`src/rtl/xsc_sat_counter.sv`:
```
// Saturating up-counter with synchronous clear.
//   clk, reset_l : clock, synchronous active-low reset
//   clr          : zero the count (dominates inc)
//   inc          : add one unless already at all-ones
//   cnt          : current count
module xsc_sat_counter #(
  parameter int CNT_W = 16
) (
  input  logic             clk,
  input  logic             reset_l,
  input  logic             clr,
  input  logic             inc,
  output logic [CNT_W-1:0] cnt
);

  logic [CNT_W-1:0] r_cnt;

  always_ff @(posedge clk) begin
    if (!reset_l) begin
      r_cnt <= '0;
    end else if (clr) begin
      r_cnt <= '0;
    end else if (inc && (r_cnt != {CNT_W{1'b1}})) begin
      r_cnt <= r_cnt + 1'b1;
    end
  end

  assign cnt = r_cnt;

endmodule

```
`config.mk`:
```
export PLATFORM = sky130hd
export DESIGN_NAME = xsc_sat_counter
export DESIGN_NICKNAME = d
export VERILOG_FILES = /design/src/rtl/xsc_sat_counter.sv
export SDC_FILE = /design/constraint.sdc
export NUM_CORES = 1
export LEC_CHECK = 0
export CAP_MARGIN = 10
export CELL_PAD_IN_SITES_DETAIL_PLACEMENT = 1
export CELL_PAD_IN_SITES_GLOBAL_PLACEMENT = 2
export CORE_MARGIN = 8
export CORE_UTILIZATION = 31
export CTS_CLUSTER_SIZE = 24
export DETAILED_ROUTE_END_ITERATION = 10
export PLACE_DENSITY_LB_ADDON = 0.2
export RECOVER_POWER = 25
export SLEW_MARGIN = 30
export SYNTH_ARGS = -nofsm -noshare
export SYNTH_HDL_FRONTEND = slang
export SYNTH_SLANG_ARGS = --single-unit
```
`constraint.sdc`:
```
create_clock -name clk -period 3.6 [get_ports clk]
set_input_delay 0.36 -clock clk [delete_from_list [all_inputs] [get_ports clk]]
set_output_delay 0.36 -clock clk [all_outputs]
set_load 0.1 [all_outputs]
```
==> reports/qor.yml, run 1 <==
setup_viol: 0
synth_top_cells_by_area: "dfxtp_1 (37%), nand4_4 (4.9%), nor2_1 (4.3%), o41ai_4 (3.2%), xor2_1 (3.0%)"
vias: 813
max_cap_violations: 0
cts_made_buffers: 3
leakagePower_nw: 0.3906
post-route-min-period_ns: 2.349
worstMarginPinSlew_ns: 0.9875
critPathSlowestCell: "clkdlybuf4s50_1"
syn_area_per_cell_um2: 9.501
slew_violations: 0
dieArea_um2: 4735
seq_area_frac_synth: 0.3705
synth_fp_nets: 96
synth_edf_count: 0
postRouteAntennaNets: 0
htreeDepth: 1
drive_gt1_frac: 0.06250
hold_viol: 0
antenna_found_initial: 0
nets: 119
crit_chain: "clkdlybuf4s50_1"
core_area_um2: 2710
route.detailed.drc: 0
ctsRootBufferMaster: "clkbuf_4"
yosys.area.top_type_share: 0.3705
yosysMostFrequentCell: "dfxtp_1"
skew_ns: 0.004268
netlist_area_um2: 864.6
outcome: "finished, final reports clean"
drtIter0Drc: 27
postCtsSetupRepairBufs: 0
async_flop_share: 0
powerDensity_nw_per_um2: 266.6
start_util: 0.3190
ioPinCount: 20
insertion_delay_ns: 0.28
wl_per_cell_um: 16.43
syn2layout_area_growth_pct: 26.92
io_buffers: 19
nFillCells: 326
yosys.cell_types.count: 38
cts_resized: 0
end_kind: "output pin"
hold_end: "cnt[2]$_SDFFE_PP0P_"
cts_tree: "done"
clk_pin_slew_worst_paths_ns: 0.09
synth_ff_type: "dfxtp_1"
die_h_um: 68.81
largest_reg_flops: 16
arrival_ns: 1.99
hold_class: "register to register"
drtPass1Iterations: 4
grt.overflow.total: 0
diodes: 0
slowest_delay_ns: 1.20
synth_cells: 91
crit_family: "buffers and inverters"
r2r_cells: 5
yosys_warnings: 0
row_count: 19
critPathMaxFanout: 8
cts_hold_buf: 0
viasPerCell: 5.685
crit_buf_inv: 1
timing.fmax_mhz: 425.7
grt_max_degree: 12
grt_pass1_wl_mm: 3.946
slew_headroom: 0.3396
wl_mm: 2.350
holdPathStages: 2
clock_path_buffers: 2
dpl.hpwl_mm: 1.751
cp.required_ns: 3.24
gp_congestion: 0.7254
grt_pass1_vias: 849
r2r-start: "cnt[0]$_SDFFE_PP0P_"
fin_hold_ws_ns: 0.5457
synth_top_cell_by_area: "dfxtp_1"
ir_drop_uv: 154.6
ys_ff_latch: 16
worstSetupPathType: "register to output pin"
grt_use_total: 0.1072
synth_top_cells_by_count: "dfxtp_1 (16), nor2_1 (10), nand2_1 (5)"
clock_sinks: 16
start_kind: "register"
reg2reg_setup_slack_ns: 1.71
die_w_um: 68.81
fin_crit_sh: 0.6526
setup-tns-final_ns: 0
min_from: "cnt[2]$_SDFFE_PP0P_"
r2r_end: "cnt[14]$_SDFFE_PP0P_"
rsz0062_at_grt: "no"
[power by group]
group	total, W	leakage [nW]	internal [W]	switching (W)
logic	0.0000196	0.248	0.00000711	0.0000124
registers	0.000179	0.129	0.000178	0.000000887
clock network	0.0000944	0.0138	0.0000388	0.0000556
[worst max path at each step]
stage                           endpoint  depth (start not counted)  slack [ns]                start
floorplan           cnt[14]$_SDFFE_PP0P_                          5        1.33  cnt[0]$_SDFFE_PP0P_
global placement                  cnt[3]                          1        1.56  cnt[3]$_SDFFE_PP0P_
detailed placement                cnt[3]                          1        1.55  cnt[3]$_SDFFE_PP0P_
CTS                               cnt[3]                          1        1.23  cnt[3]$_SDFFE_PP0P_
global route                      cnt[3]                          1        1.18  cnt[3]$_SDFFE_PP0P_
finish                            cnt[3]                          1        1.25  cnt[3]$_SDFFE_PP0P_
[worst reg2reg max path: stages, from the launching register on]
cell      delay, ns
dfxtp_1        0.40
ha_1           0.20
and4_1         0.34
o311ai_0       0.31
o31a_1         0.36
o21a_1         0.18
[area by class of cell]
class                      count  area (um2)  area share
sequential                    16       320.3      0.2919
tap                           31       38.79     0.03535
clock buffer                   3       22.52     0.02052
multi-input combinational     72       518.0      0.4721
inverter                       2       7.507    0.006842
timing repair buffer          19       190.2      0.1733
[layout by cell type (no fill, tap or decap)]
master           Yosys  routed
o21ai_0              4       4
xnor2_1              1       1
and3_1               1       1
o211a_1              1       1
clkbuf_4             0       3
nor3_1               1       2
inv_1                2       2
nand2_1              5       5
a21oi_1              4       4
o311ai_0             2       3
nor3b_1              1       1
nand2b_1             2       2
mux2i_1              1       1
and2_1               3       3
o41ai_4              1       1
nor2_1              10      10
nand3_1              4       4
nor4_1               3       3
a41oi_1              1       1
o2111ai_1            1       1
nand3_4              1       1
nand4_4              2       2
nor2b_1              1       1
o211ai_1             1       1
o31a_1               1       1
or4_1                2       2
and4_1               1       3
clkdlybuf4s50_1      0      19
ha_1                 1       1
dfxtp_1             16      16
or3_1                2       2
o31ai_1              2       2
o41ai_1              2       2
o21a_1               1       1
nand4_1              2       2
xor2_1               3       3
[per-layer routing]
layer / global-route usage / vias to the layer above / part of all wire
met2: 0.1754 / 15 / 0.46
met3: 0.02908 / 4 / 0.061
li1: - / 400 / -
met1: 0.1323 / 394 / 0.47
met4: 0.03759 / 0 / 0.012
met5: 0 / - / 0
[per-stage QoR]
stage	setup slack, ns	util	instance area (um2)	cells	total power (W)
after global placement	1.565	0.4021	1090	140	0.0002023
after detailed placement	1.555	0.4021	1090	140	0.0002025
final	1.251	0.4049	1097	143	0.0002925
after CTS	1.226	0.4104	1112	143	0.0002989
after floorplan	1.329	-	864.6	91	0.0001948
after global routing	1.185	0.4049	1097	143	0.0003064
[logic make-up (layout without fill, tap and decap cells)]
logic type	Yosys count	count (layout)	synth area share
flip-flops	16	16	0.3705
buffers and inverters	3	24	0.01302
AND/OR/NAND/NOR	44	44	0.3358
adder cells (fa/ha/maj)	1	1	0.01447
XOR/XNOR	4	4	0.04053
AO/OA/AOI/OAI	22	22	0.2142
multiplexers	1	1	0.01158
Power figures use the tool's default switching activity.
==> run 2: changes to the inputs <==
CORE_UTILIZATION = 26   (was 31)
clock period = 2.1 ns   (was 3.6 ns; I/O delays follow)
==> reports/qor.yml, run 2 (synthesis gave the netlist of run 1 again) <==
multi_input_area_um2: 533.0  # +2.9%
dpl.cell_count: 156  # +11%
htreeDepth: 1  # unchanged
mostFrequentLayoutCells: "dfxtp_2 (15), nor2_1 (10), buf_4 (9)"
end_kind: "output pin"
cp.depth: 1  # unchanged
io_buffers: 19  # unchanged
slowest_delay_ns: 0.87  # -0.33 ns
grt_pass1_vias: 833  # -1.9%
leakagePower_nw: 0.4121  # +5.5%
dpl.hpwl_mm: 1.836  # +4.8%
cts_resized: 0  # unchanged
diodes: 0  # unchanged
r2r_end: "cnt[14]$_SDFFE_PP0P_"
cts_hold_buf: 0  # unchanged
vias: 826  # +1.6%
wl_per_cell_um: 14.98  # -8.8%
final_util: 0.3349  # -0.07002
insertion_delay_ns: 0.29  # about the same
skew_ns: 0.007703  # +0.003435 ns
busiest_layer: "met2"
r2r-start: "cnt[0]$_SDFFE_PP0P_"
fin_cells: 159  # +11%
row_count: 21  # +2
gr-usage-met2: 0.1555  # -0.01987
gp_congestion: 0.7793  # +7.4%
clock_sinks: 16  # unchanged
cp.required_ns: 1.89  # -1.35 ns
fin_crit_sh: 0.8398
globalRouteMet3Util: 0.02456  # -0.004523
postRouteAntennaNets: 0  # unchanged
viasPerCell: 5.195  # -8.6%
route.detailed.drc: 0  # unchanged
crit_family: "buffers and inverters"
cts_tree: "done"
arrival_ns: 1.55  # -0.44 ns
critPathMaxFanout: 7  # -1
ioPinCount: 20  # unchanged
grt_use_total: 0.09568  # -0.01148
setup-tns-final_ns: 0  # unchanged
wl_mm: 2.382  # +1.4%
drtPass1Iterations: 3  # -1
crit_buf_inv: 1  # unchanged
seq_area_um2: 339.1  # +5.9%
nets: 120  # +0.84%
setup_viol: 0  # unchanged
clk_pin_slew_worst_paths_ns: 0.10  # about the same
die_w_um: 73.67  # +7.1%
powerDensity_nw_per_um2: 462.9  # +74%
ir_drop_uv: 144.4  # -6.6%
largest_reg_flops: 16  # unchanged
slew_violations: 0  # unchanged
syn2layout_area_growth_pct: 26.19
reg2reg_setup_slack_ns: 0.49  # -1.22 ns
gr-usage-met1: 0.1131  # -0.01915
die_h_um: 73.67  # +7.1%
endpoint: "cnt[4]"
rsz0062_at_grt: "no"
hold_viol: 0  # unchanged
hold_class: "register to register"
antenna_found_initial: 0  # unchanged
worstMarginPinSlew_ns: 1.168  # +0.1804 ns
grt_pass1_wl_mm: 4.071  # +3.2%
crit_start: "cnt[4]$_SDFFE_PP0P_"
dieArea_um2: 5427  # +15%
post-route-min-period_ns: 1.764
max_cap_violations: 0  # unchanged
start_kind: "register"
crit_chain: "clkbuf_1"
drtIter0Drc: 18  # -33%
drive_gt1_frac: 0.3363  # +0.2738
outcome: "finished, final reports clean"
grt_max_degree: 10  # -2
worstSetupPathType: "register to output pin"
critPathSlowestCell: "clkbuf_1"
ctsRootBufferMaster: "clkbuf_4"
dpl_cell_area_um2: 1095  # +0.46%
postCtsSetupRepairBufs: 0  # unchanged
timing.fmax_mhz: 567.0
slew_headroom: 0.2247  # -0.1148
r2r_cells: 5  # unchanged
grt.overflow.total: 0  # unchanged
design_area_um2: 1091  # -0.57%
power_w: 0.0005051  # +73%
nFillCells: 414  # +27%
start_util: 0.2654  # -0.05366
final_common_cell: "dfxtp_2"
clock_path_buffers: 2  # unchanged
cts_made_buffers: 3  # unchanged
core_area_um2: 3258  # +20%
[run 2: cell types whose count changed in the layout (fill, tap and decap cells not counted), sizes merged]
| cell | previous run | this run |
|---|---|---|
| clkdlybuf4s50 | 19 | 3 |
| clkbuf | 3 | 11 |
| buf | 0 | 9 |
[run 2: report_power, final]
group / internal (W) / switching (W)
sequential: 0.000305 / 0.00000151
clock: 0.0000667 / 0.0000990
combinational: 0.0000118 / 0.0000215
total: 0.000383 / 0.000122
[run 2: cell type report]
type	instances	area share
Clock buffer	3	0.02064
Inverter	2	0.006881
Multi-Input combinational cell	72	0.4885
Sequential cell	16	0.3108
Tap cell	46	0.05275
Timing Repair Buffer	20	0.1204
[run 2: per-stage QoR]
stage,hold WS (ns),setup slack (ns)
2_1_floorplan,0.3935,0.006940
3_3_place_gp,0.4887,0.2487
3_5_place_dp,0.5026,0.2224
4_1_cts,0.5174,0.4914
5_1_grt,0.5399,0.2984
6_report,0.5137,0.3365
[run 2: worst min-delay path by stage]
stage / startpoint / endpoint / depth (start not counted)
floorplan: reset_l / cnt[11]$_SDFFE_PP0P_ / 2
global placement: cnt[5]$_SDFFE_PP0P_ / cnt[5]$_SDFFE_PP0P_ / 2
detailed placement: cnt[5]$_SDFFE_PP0P_ / cnt[5]$_SDFFE_PP0P_ / 2
CTS: cnt[5]$_SDFFE_PP0P_ / cnt[5]$_SDFFE_PP0P_ / 2
global route: cnt[5]$_SDFFE_PP0P_ / cnt[5]$_SDFFE_PP0P_ / 2
finish: cnt[5]$_SDFFE_PP0P_ / cnt[5]$_SDFFE_PP0P_ / 2
[run 2: per-layer routing]
layer	share of wire	wire, um
met1	0.45	1074
met2	0.49	1156
met3	0.045	108
met4	0.018	43
met5	0	0
==> run 3: changes to the inputs <==
clock period = 1.53 ns   (was 2.1 ns; I/O delays follow)
==> reports/qor.yml, run 3 (synthesis gave the netlist of run 1 again) <==
row_count: 21  # unchanged
fin_hold_ws_ns: 0.5160  # +0.002274 ns
clk_pin_slew_worst_paths_ns: 0.10  # about the same
start_util: 0.2654  # unchanged
grt.overflow.total: 0  # unchanged
r2r_cells: 4  # -1
cp.required_ns: 1.76  # -0.13 ns
wl_mm: 3.006  # +26%
antenna_found_initial: 0  # unchanged
critPathSlowestCell: "or4_1"
post-route-min-period_ns: 1.503
crit_buf_inv: 0  # -1
hold_viol: 0  # unchanged
worst_slack_ns: 0.02732  # -0.3092 ns
timing.fmax_mhz: 665.5
ir_drop_uv: 243.4  # +69%
wl_per_cell_um: 16.43  # +9.6%
setup_viol: 0  # unchanged
ioPinCount: 20  # unchanged
insertion_delay_ns: 0.30  # about the same
reg2reg_setup_slack_ns: 0.03  # -0.46 ns
min_from: "cnt[11]$_SDFFE_PP0P_"
max_cap_violations: 0  # unchanged
postRouteAntennaNets: 0  # unchanged
grt_max_degree: 10  # unchanged
route.detailed.drc: 0  # unchanged
arrival_ns: 1.73  # +0.18 ns
skew_ns: 0.005115  # -0.002588 ns
cts_made_buffers: 3  # unchanged
crit_chain: "and4_2, nand3_4, or4_1, a21oi_2"
globalRouteMet3Util: 0.03274  # +0.008186
nets: 143  # +19%
critPathMaxFanout: 8  # +1
mostFrequentLayoutCells: "buf_4 (24), dfxtp_4 (16), buf_12 (12)"
crit_family: "simple AND/OR/NAND/NOR gates"
grt_use_total: 0.1151  # +0.01942
ctsRootBufferMaster: "clkbuf_4"
nFillCells: 378  # -8.7%
dieArea_um2: 5427  # unchanged
r2r_end: "cnt[9]$_SDFFE_PP0P_"
htreeDepth: 1  # unchanged
leakagePower_nw: 0.6013  # +46%
slew_violations: 0  # unchanged
core_area_um2: 3258  # unchanged
viasPerCell: 5.077  # -2.3%
slowest_delay_ns: 0.45  # -0.42 ns
gp_congestion: 0.7213  # -7.4%
drive_gt1_frac: 0.5474  # +0.2112
hold_class: "register to register"
drtPass1Iterations: 4  # +1
outcome: "finished, final reports clean"
diodes: 0  # unchanged
dpl.hpwl_mm: 2.205  # +20%
multi_input_area_um2: 595.6  # +12%
cts_hold_buf: 0  # unchanged
gr-usage-met2: 0.1998  # +0.04429
gr-usage-met1: 0.1275  # +0.01434
worstMarginPinSlew_ns: 0.5544  # -0.6135 ns
setup-tns-final_ns: 0  # unchanged
worstSetupPathType: "register to register"
fin_crit_sh: 0.9821
die_h_um: 73.67  # unchanged
hold_end: "cnt[11]$_SDFFE_PP0P_"
holdPathStages: 1  # -1
rsz0062_at_grt: "yes"
grt_pass1_vias: 992  # +19%
slew_headroom: 0.6320  # +0.4072
final_common_cell: "buf_4"
seq_area_um2: 380.4  # +12%
io_buffers: 19  # unchanged
grt_pass1_wl_mm: 4.788  # +18%
largest_reg_flops: 16  # unchanged
syn2layout_area_growth_pct: 78.29
drtIter0Drc: 33  # +15
die_w_um: 73.67  # unchanged
clock_path_buffers: 2  # unchanged
r2r-start: "cnt[2]$_SDFFE_PP0P_"
start_kind: "register"
busiest_layer: "met2"
post-place-ws_ns: -0.1763  # -0.3987 ns
vias: 929  # +12%
end_kind: "register"
power_w: 0.0007073  # +40%
final_util: 0.4731  # +0.1382
powerDensity_nw_per_um2: 458.8  # -0.88%
clock_sinks: 16  # unchanged
cts_tree: "done"
## run 3: cell types whose count changed in the layout (fill, tap and decap cells not counted), sizes merged
cell,previous run,this run
buf,9,36
clkinvlp,0,1
clkinv,0,1
clkbuf,11,7
inv,2,1
## run 3: timing repair
item | CTS | global route
setup endpoints to repair | 2 | 12
gates resized for setup | 1 | 11
buffers inserted | 2 | 6
pin swaps | 1 | 7
## run 3: worst register-to-register path: cells and delay by family (launching register included)
kind,cells,cell delay [ns]
simple gates,3,0.86
compound gates,1,0.16
flops,1,0.41
## run 3: layout make-up
cell class,instances,share of cell area
clock buffers,3,0.01461
clock inverters,1,0.002435
inverters,2,0.007305
multi-input cells,72,0.3864
flip-flops and latches,16,0.2468
well taps,46,0.03734
repair buffers,43,0.3052
## run 3: how the worst max path moves through the flow
stage / cells past startpoint / end / slack (ns) / from
detailed placement: 5 / cnt[9]$_SDFFE_PP0P_ / -0.18 / inc
floorplan: 4 / cnt[1]$_SDFFE_PP0P_ / -0.08 / cnt[12]$_SDFFE_PP0P_
global route: 5 / cnt[5]$_SDFFE_PP0P_ / -0.06 / cnt[0]$_SDFFE_PP0P_
CTS: 4 / cnt[11]$_SDFFE_PP0P_ / 0.01 / cnt[12]$_SDFFE_PP0P_
global placement: 5 / cnt[13]$_SDFFE_PP0P_ / -0.14 / inc
finish: 4 / cnt[9]$_SDFFE_PP0P_ / 0.03 / cnt[2]$_SDFFE_PP0P_
## run 3: stage by stage
step           instances  area, um2
2_1_floorplan         91      948.4
3_3_place_gp         171       1473
3_5_place_dp         171       1473
4_1_cts              177       1519
5_1_grt              183       1541
6_report             183       1541
## run 3: where the power goes
group          switching [W]  internal, W
Sequential        0.00000243     0.000391
Combinational      0.0000339    0.0000302
Clock               0.000155    0.0000951
Total               0.000191     0.000516
## run 3: metal layers
metal / vias to the layer above / part of all wire
met5: - / 0
met4: 0 / 0.021
met3: 7 / 0.043
met2: 18 / 0.51
met1: 457 / 0.42
li1: 447 / -
==> variant 1: new RTL, config.mk and constraints of run 2 <==
Register the output `cnt` once more, cleared by the reset; this adds one clock of latency there.
--- a/src/rtl/xsc_sat_counter.sv
+++ b/src/rtl/xsc_sat_counter.sv
@@ -26,5 +26,11 @@
   end
 
-  assign cnt = r_cnt;
+  always_ff @(posedge clk) begin
+    if (!reset_l) begin
+      cnt <= '0;
+    end else begin
+      cnt <= r_cnt;
+    end
+  end
 
 endmodule
Behaviour: not the same (a bounded check fails within 4 cycles, from zero or initial values and one cycle with reset_l low).
==> variant 1 against run 2 <==
Sequential cell count grew 16; synthesized area increased by 45%; setup slack lost 66 ps; total power grew to 2.6 times the old value; routed wire length increased by 36%; design area grew 49%; worst hold slack better by 20 ps; first-iteration DRC count increased to 2.6 times the old value; critical endpoint is now r_cnt[8].
==> variant 1: results (changes against run 2) <==
[drt]
wl_met1_mm = 1.47  ; +37%
vias_per_cell = 4.92  ; -5.4%
route.vias.total = 1042  ; +26%
wl_met3_um = 142  ; +31%
drt-initial-drc-count = 46  ; +28
first_pass_iters = 4  ; +1
wl_met2_mm = 1.59  ; +37%
wl_mm = 3.24  ; +36%

[place]
gp_congestion = 0.752  ; -3.5%
place_hpwl_mm = 2.35  ; +28%
dpl.cell_count = 204  ; +31%

[worst_setup_path]
cp_max_fo = 5  ; -2
cp_top_family = simple AND/OR/NAND/NOR gates
critical_path.slowest_cell = or3_1
max_stage_delay_ps = 440  ; -430 ps

[logic_synthesis]
synth-xor-area-share = 0.00699  ; -0.0335
muxShareOfSynthArea = 0.00799  ; -0.00359
synth.distinct_cells = 35  ; -7.9%
ys_seq_area_frac = 0.511  ; +0.141
synth_common_cells = dfxtp_1, and2_1, a21oi_1, nand2_1, nand3_1
synth_cells = 128  ; +41%
synth-adder-area-share = 0.00999  ; -0.00448

[final_layout]
nets = 162  ; +35%
drive_above_1_share = 0.234  ; -0.102
n_fill_cell = 543  ; +31%

[clock_tree]
cts_inserted_buffers = 5  ; +2
cts-root-buf = clkbuf_8
clkSlewWorstSetupHoldPaths_ps = 70  ; -30 ps
cts_htree_levels = 2  ; +1

[power_and_ir_drop]
netSwitchingFraction = 0.196  ; -0.0459
leakagePower_uw = 0.000602  ; +46%

[outcome]
status = finished clean

[global_routing]
grt_pass1_wl_mm = 5.46  ; +34%
grt_pass1_vias = 1067  ; +28%
grt_max_degree = 14  ; +4
grt_usage = 0.0967  ; +0.00102

[timing]
tightest_slew_ps = 553  ; -615 ps
finClkSkew_ps = 4.94  ; -2.77 ps

variant 1: per-layer routing:
metal  track usage  vias up
li1              -      528
met1         0.115      496
met2         0.147       14
met3        0.0425        4
met4        0.0414        0
met5             0        -
variant 1: cell families after synthesis:
family | after synthesis
buf+inv | 7
xor+xnor | 1
mux | 1
compound gates | 24
simple gates | 62
flops | 32
fa+ha+maj | 1
variant 1: path summary, 6_finish.rpt:
kind,slack [ps],startpoint,endpoint,cells past startpoint
setup / recovery,270,r_cnt[0],r_cnt[8],5
hold / removal,530,r_cnt[1],cnt[1],1
setup reg to reg,270,r_cnt[0],r_cnt[8],5
hold reg to reg,530,r_cnt[1],cnt[1],1
variant 1: through the flow:
| step | worst slack [ps] | hold WS, ps |
|---|---|---|
| after CTS | 272 | 536 |
| after floorplan | 517 | 337 |
| after detailed placement | 190 | 524 |
| after global placement | 253 | 510 |
| final | 270 | 534 |
| after global routing | 116 | 566 |
variant 1: cell type report:
cell class | instances | area (sq um) | area share
Clock buffer | 7 | 96.3 | 0.0593
Inverter | 3 | 11.3 | 0.00693
Clock inverter | 1 | 30.0 | 0.0185
Tap cell | 54 | 67.6 | 0.0416
Timing Repair Buffer | 26 | 199 | 0.122
Sequential cell | 32 | 641 | 0.394
Multi-Input combinational cell | 89 | 581 | 0.357
variant 1: power groups by stage:
stage / Sequential, uW / Combinational [uW] / Clock (uW)
6_report: 611 / 37.1 / 645
5_1_grt: 611 / 40.8 / 697
4_1_cts: 611 / 39.5 / 670
3_5_place_dp: 625 / 39.4 / 0
3_3_place_gp: 625 / 38.5 / 0
2_1_floorplan: 630 / 15.3 / 0
==> variant 2: new RTL, settings of run 2 <==
Without the edit above. `CNT_W`: 16 -> 32.
--- a/src/rtl/xsc_sat_counter.sv
+++ b/src/rtl/xsc_sat_counter.sv
@@ -5,5 +5,5 @@
 //   cnt          : current count
 module xsc_sat_counter #(
-  parameter int CNT_W = 16
+  parameter int CNT_W = 32
 ) (
   input  logic             clk,
Ports: changed (resized cnt); port bits go from 20 to 36. No check against the original RTL was run, so the function may have changed too.
==> variant 2 against run 2 <==
Design area grew 100%; total power grew 130%; setup slack worse by 220 ps; clock skew shrank 1.2 ps; routed wire length rose by 120%; synthesized area increased by 93%; count of clock-buffer cells in the layout grew 5; final cell count grew 110%; sequential cell count increased by 16; critical endpoint is now cnt[9].
==> variant 2: results (changes against run 2) <==
[outcome]
status = finished clean

[logic_synthesis]
synth.distinct_cells = 40  ; +5.3%
ys_seq_area_frac = 0.384  ; +0.0136

[place]
place_ws_ps = 134  ; -88.3 ps
gp_congestion = 0.706  ; -9.4%
placed_area_sq_um = 2180  ; +99%
port_buffers = 35  ; +16

[global_routing]
grt_pass1_wl_mm = 8.70  ; +110%
grtUsageMet1 = 0.158  ; +0.0453
grt_pass1_vias = 1726  ; +110%
grt_usage = 0.121  ; +0.0252
grt_max_degree = 26  ; +16
grtUsageMet2 = 0.184  ; +0.0284

[clock_tree]
cts_htree_levels = 2  ; +1
cts_inserted_buffers = 5  ; +2
cts-root-buf = clkbuf_8
clock_path_buffers = 2  ; unchanged
clkSlewWorstSetupHoldPaths_ps = 70  ; -30 ps

[worst_setup_path]
cp.arrival_ps = 2190  ; +640 ps
cp_max_fo = 25  ; +18

[final_layout]
nets = 254  ; +110%
largest_reg_flops = 32  ; +16
drive_above_1_share = 0.304  ; -0.0323
n_fill_cell = 754  ; +82%

[drt]
route.vias.total = 1682  ; +100%
drt-wirelength-per-cell_um = 16.2  ; +8.1%
drt-initial-drc-count = 55  ; +37
first_pass_iters = 4  ; +1

[power_and_ir_drop]
vdd_ir_drop_max_mv = 0.262  ; +82%

[timing]
maxSlewHeadroom = 0.209  ; -0.0158

[variant 2: changes by cell type after synthesis, sizes merged, moves of 4 or more]
cell	change
nand3	+6
nand4	+10
dfxtp	+16
clkbuf	+4
or3	+13
nor2	+6
xnor2	+8
o21ai	+11
and3	+8
a21oi	+17
nand2	+10
[variant 2: worst paths after layout]
check                from       to  slack [ps]  cells after the start
hold reg to reg   cnt[30]  cnt[30]         480                      2
setup reg to reg   cnt[0]   cnt[9]         120                      7
setup / recovery   cnt[0]   cnt[9]         120                      7
hold / removal    cnt[30]  cnt[30]         480                      2
[variant 2: final cells by class]
type / instances / area (sq um) / area share
Clock buffer: 8 / 90.1 / 0.0407
Inverter: 2 / 7.51 / 0.00339
Multi-Input combinational cell: 161 / 983 / 0.444
Sequential cell: 32 / 723 / 0.327
Tap cell: 77 / 96.3 / 0.0435
Timing Repair Buffer: 47 / 313 / 0.141
[variant 2: kinds of logic after synthesis]
family          Yosys count  synth area share
simple gates            100             0.345
compound gates           50             0.184
flops                    32             0.384
buf+inv                  10            0.0263
xor+xnor                  9            0.0473
mux                       1           0.00600
fa+ha+maj                 1           0.00750
[variant 2: metrics by stage]
stage / util / TNS, ps / cells
floorplan: - / -8.87 / 203
global placement: 0.348 / 0 / 319
detailed placement: 0.348 / 0 / 319
CTS: 0.362 / 0 / 327
global route: 0.353 / 0 / 327
finish: 0.353 / 0 / 327
[variant 2: worst max-delay path: stages (launching register included)]
cell and delay (ps):
dfxtp_4 360, ha_1 210, and3_1 240, nand3_1 210, o31ai_4 110, buf_12 170, or4_1 470, a21oi_1 150
[variant 2: routing by layer]
layer  share of wire  vias to the layer above
li1                -                      858
met1            0.51                      792
met2            0.42                       26
met3           0.053                        6
met4           0.011                        0
met5               0                        -
[variant 2: power breakdown]
group / total, uW / switching [uW] / internal (uW)
sequential: 589 / 1.82 / 587
combinational: 58.9 / 40.2 / 18.7
clock: 496 / 229 / 267
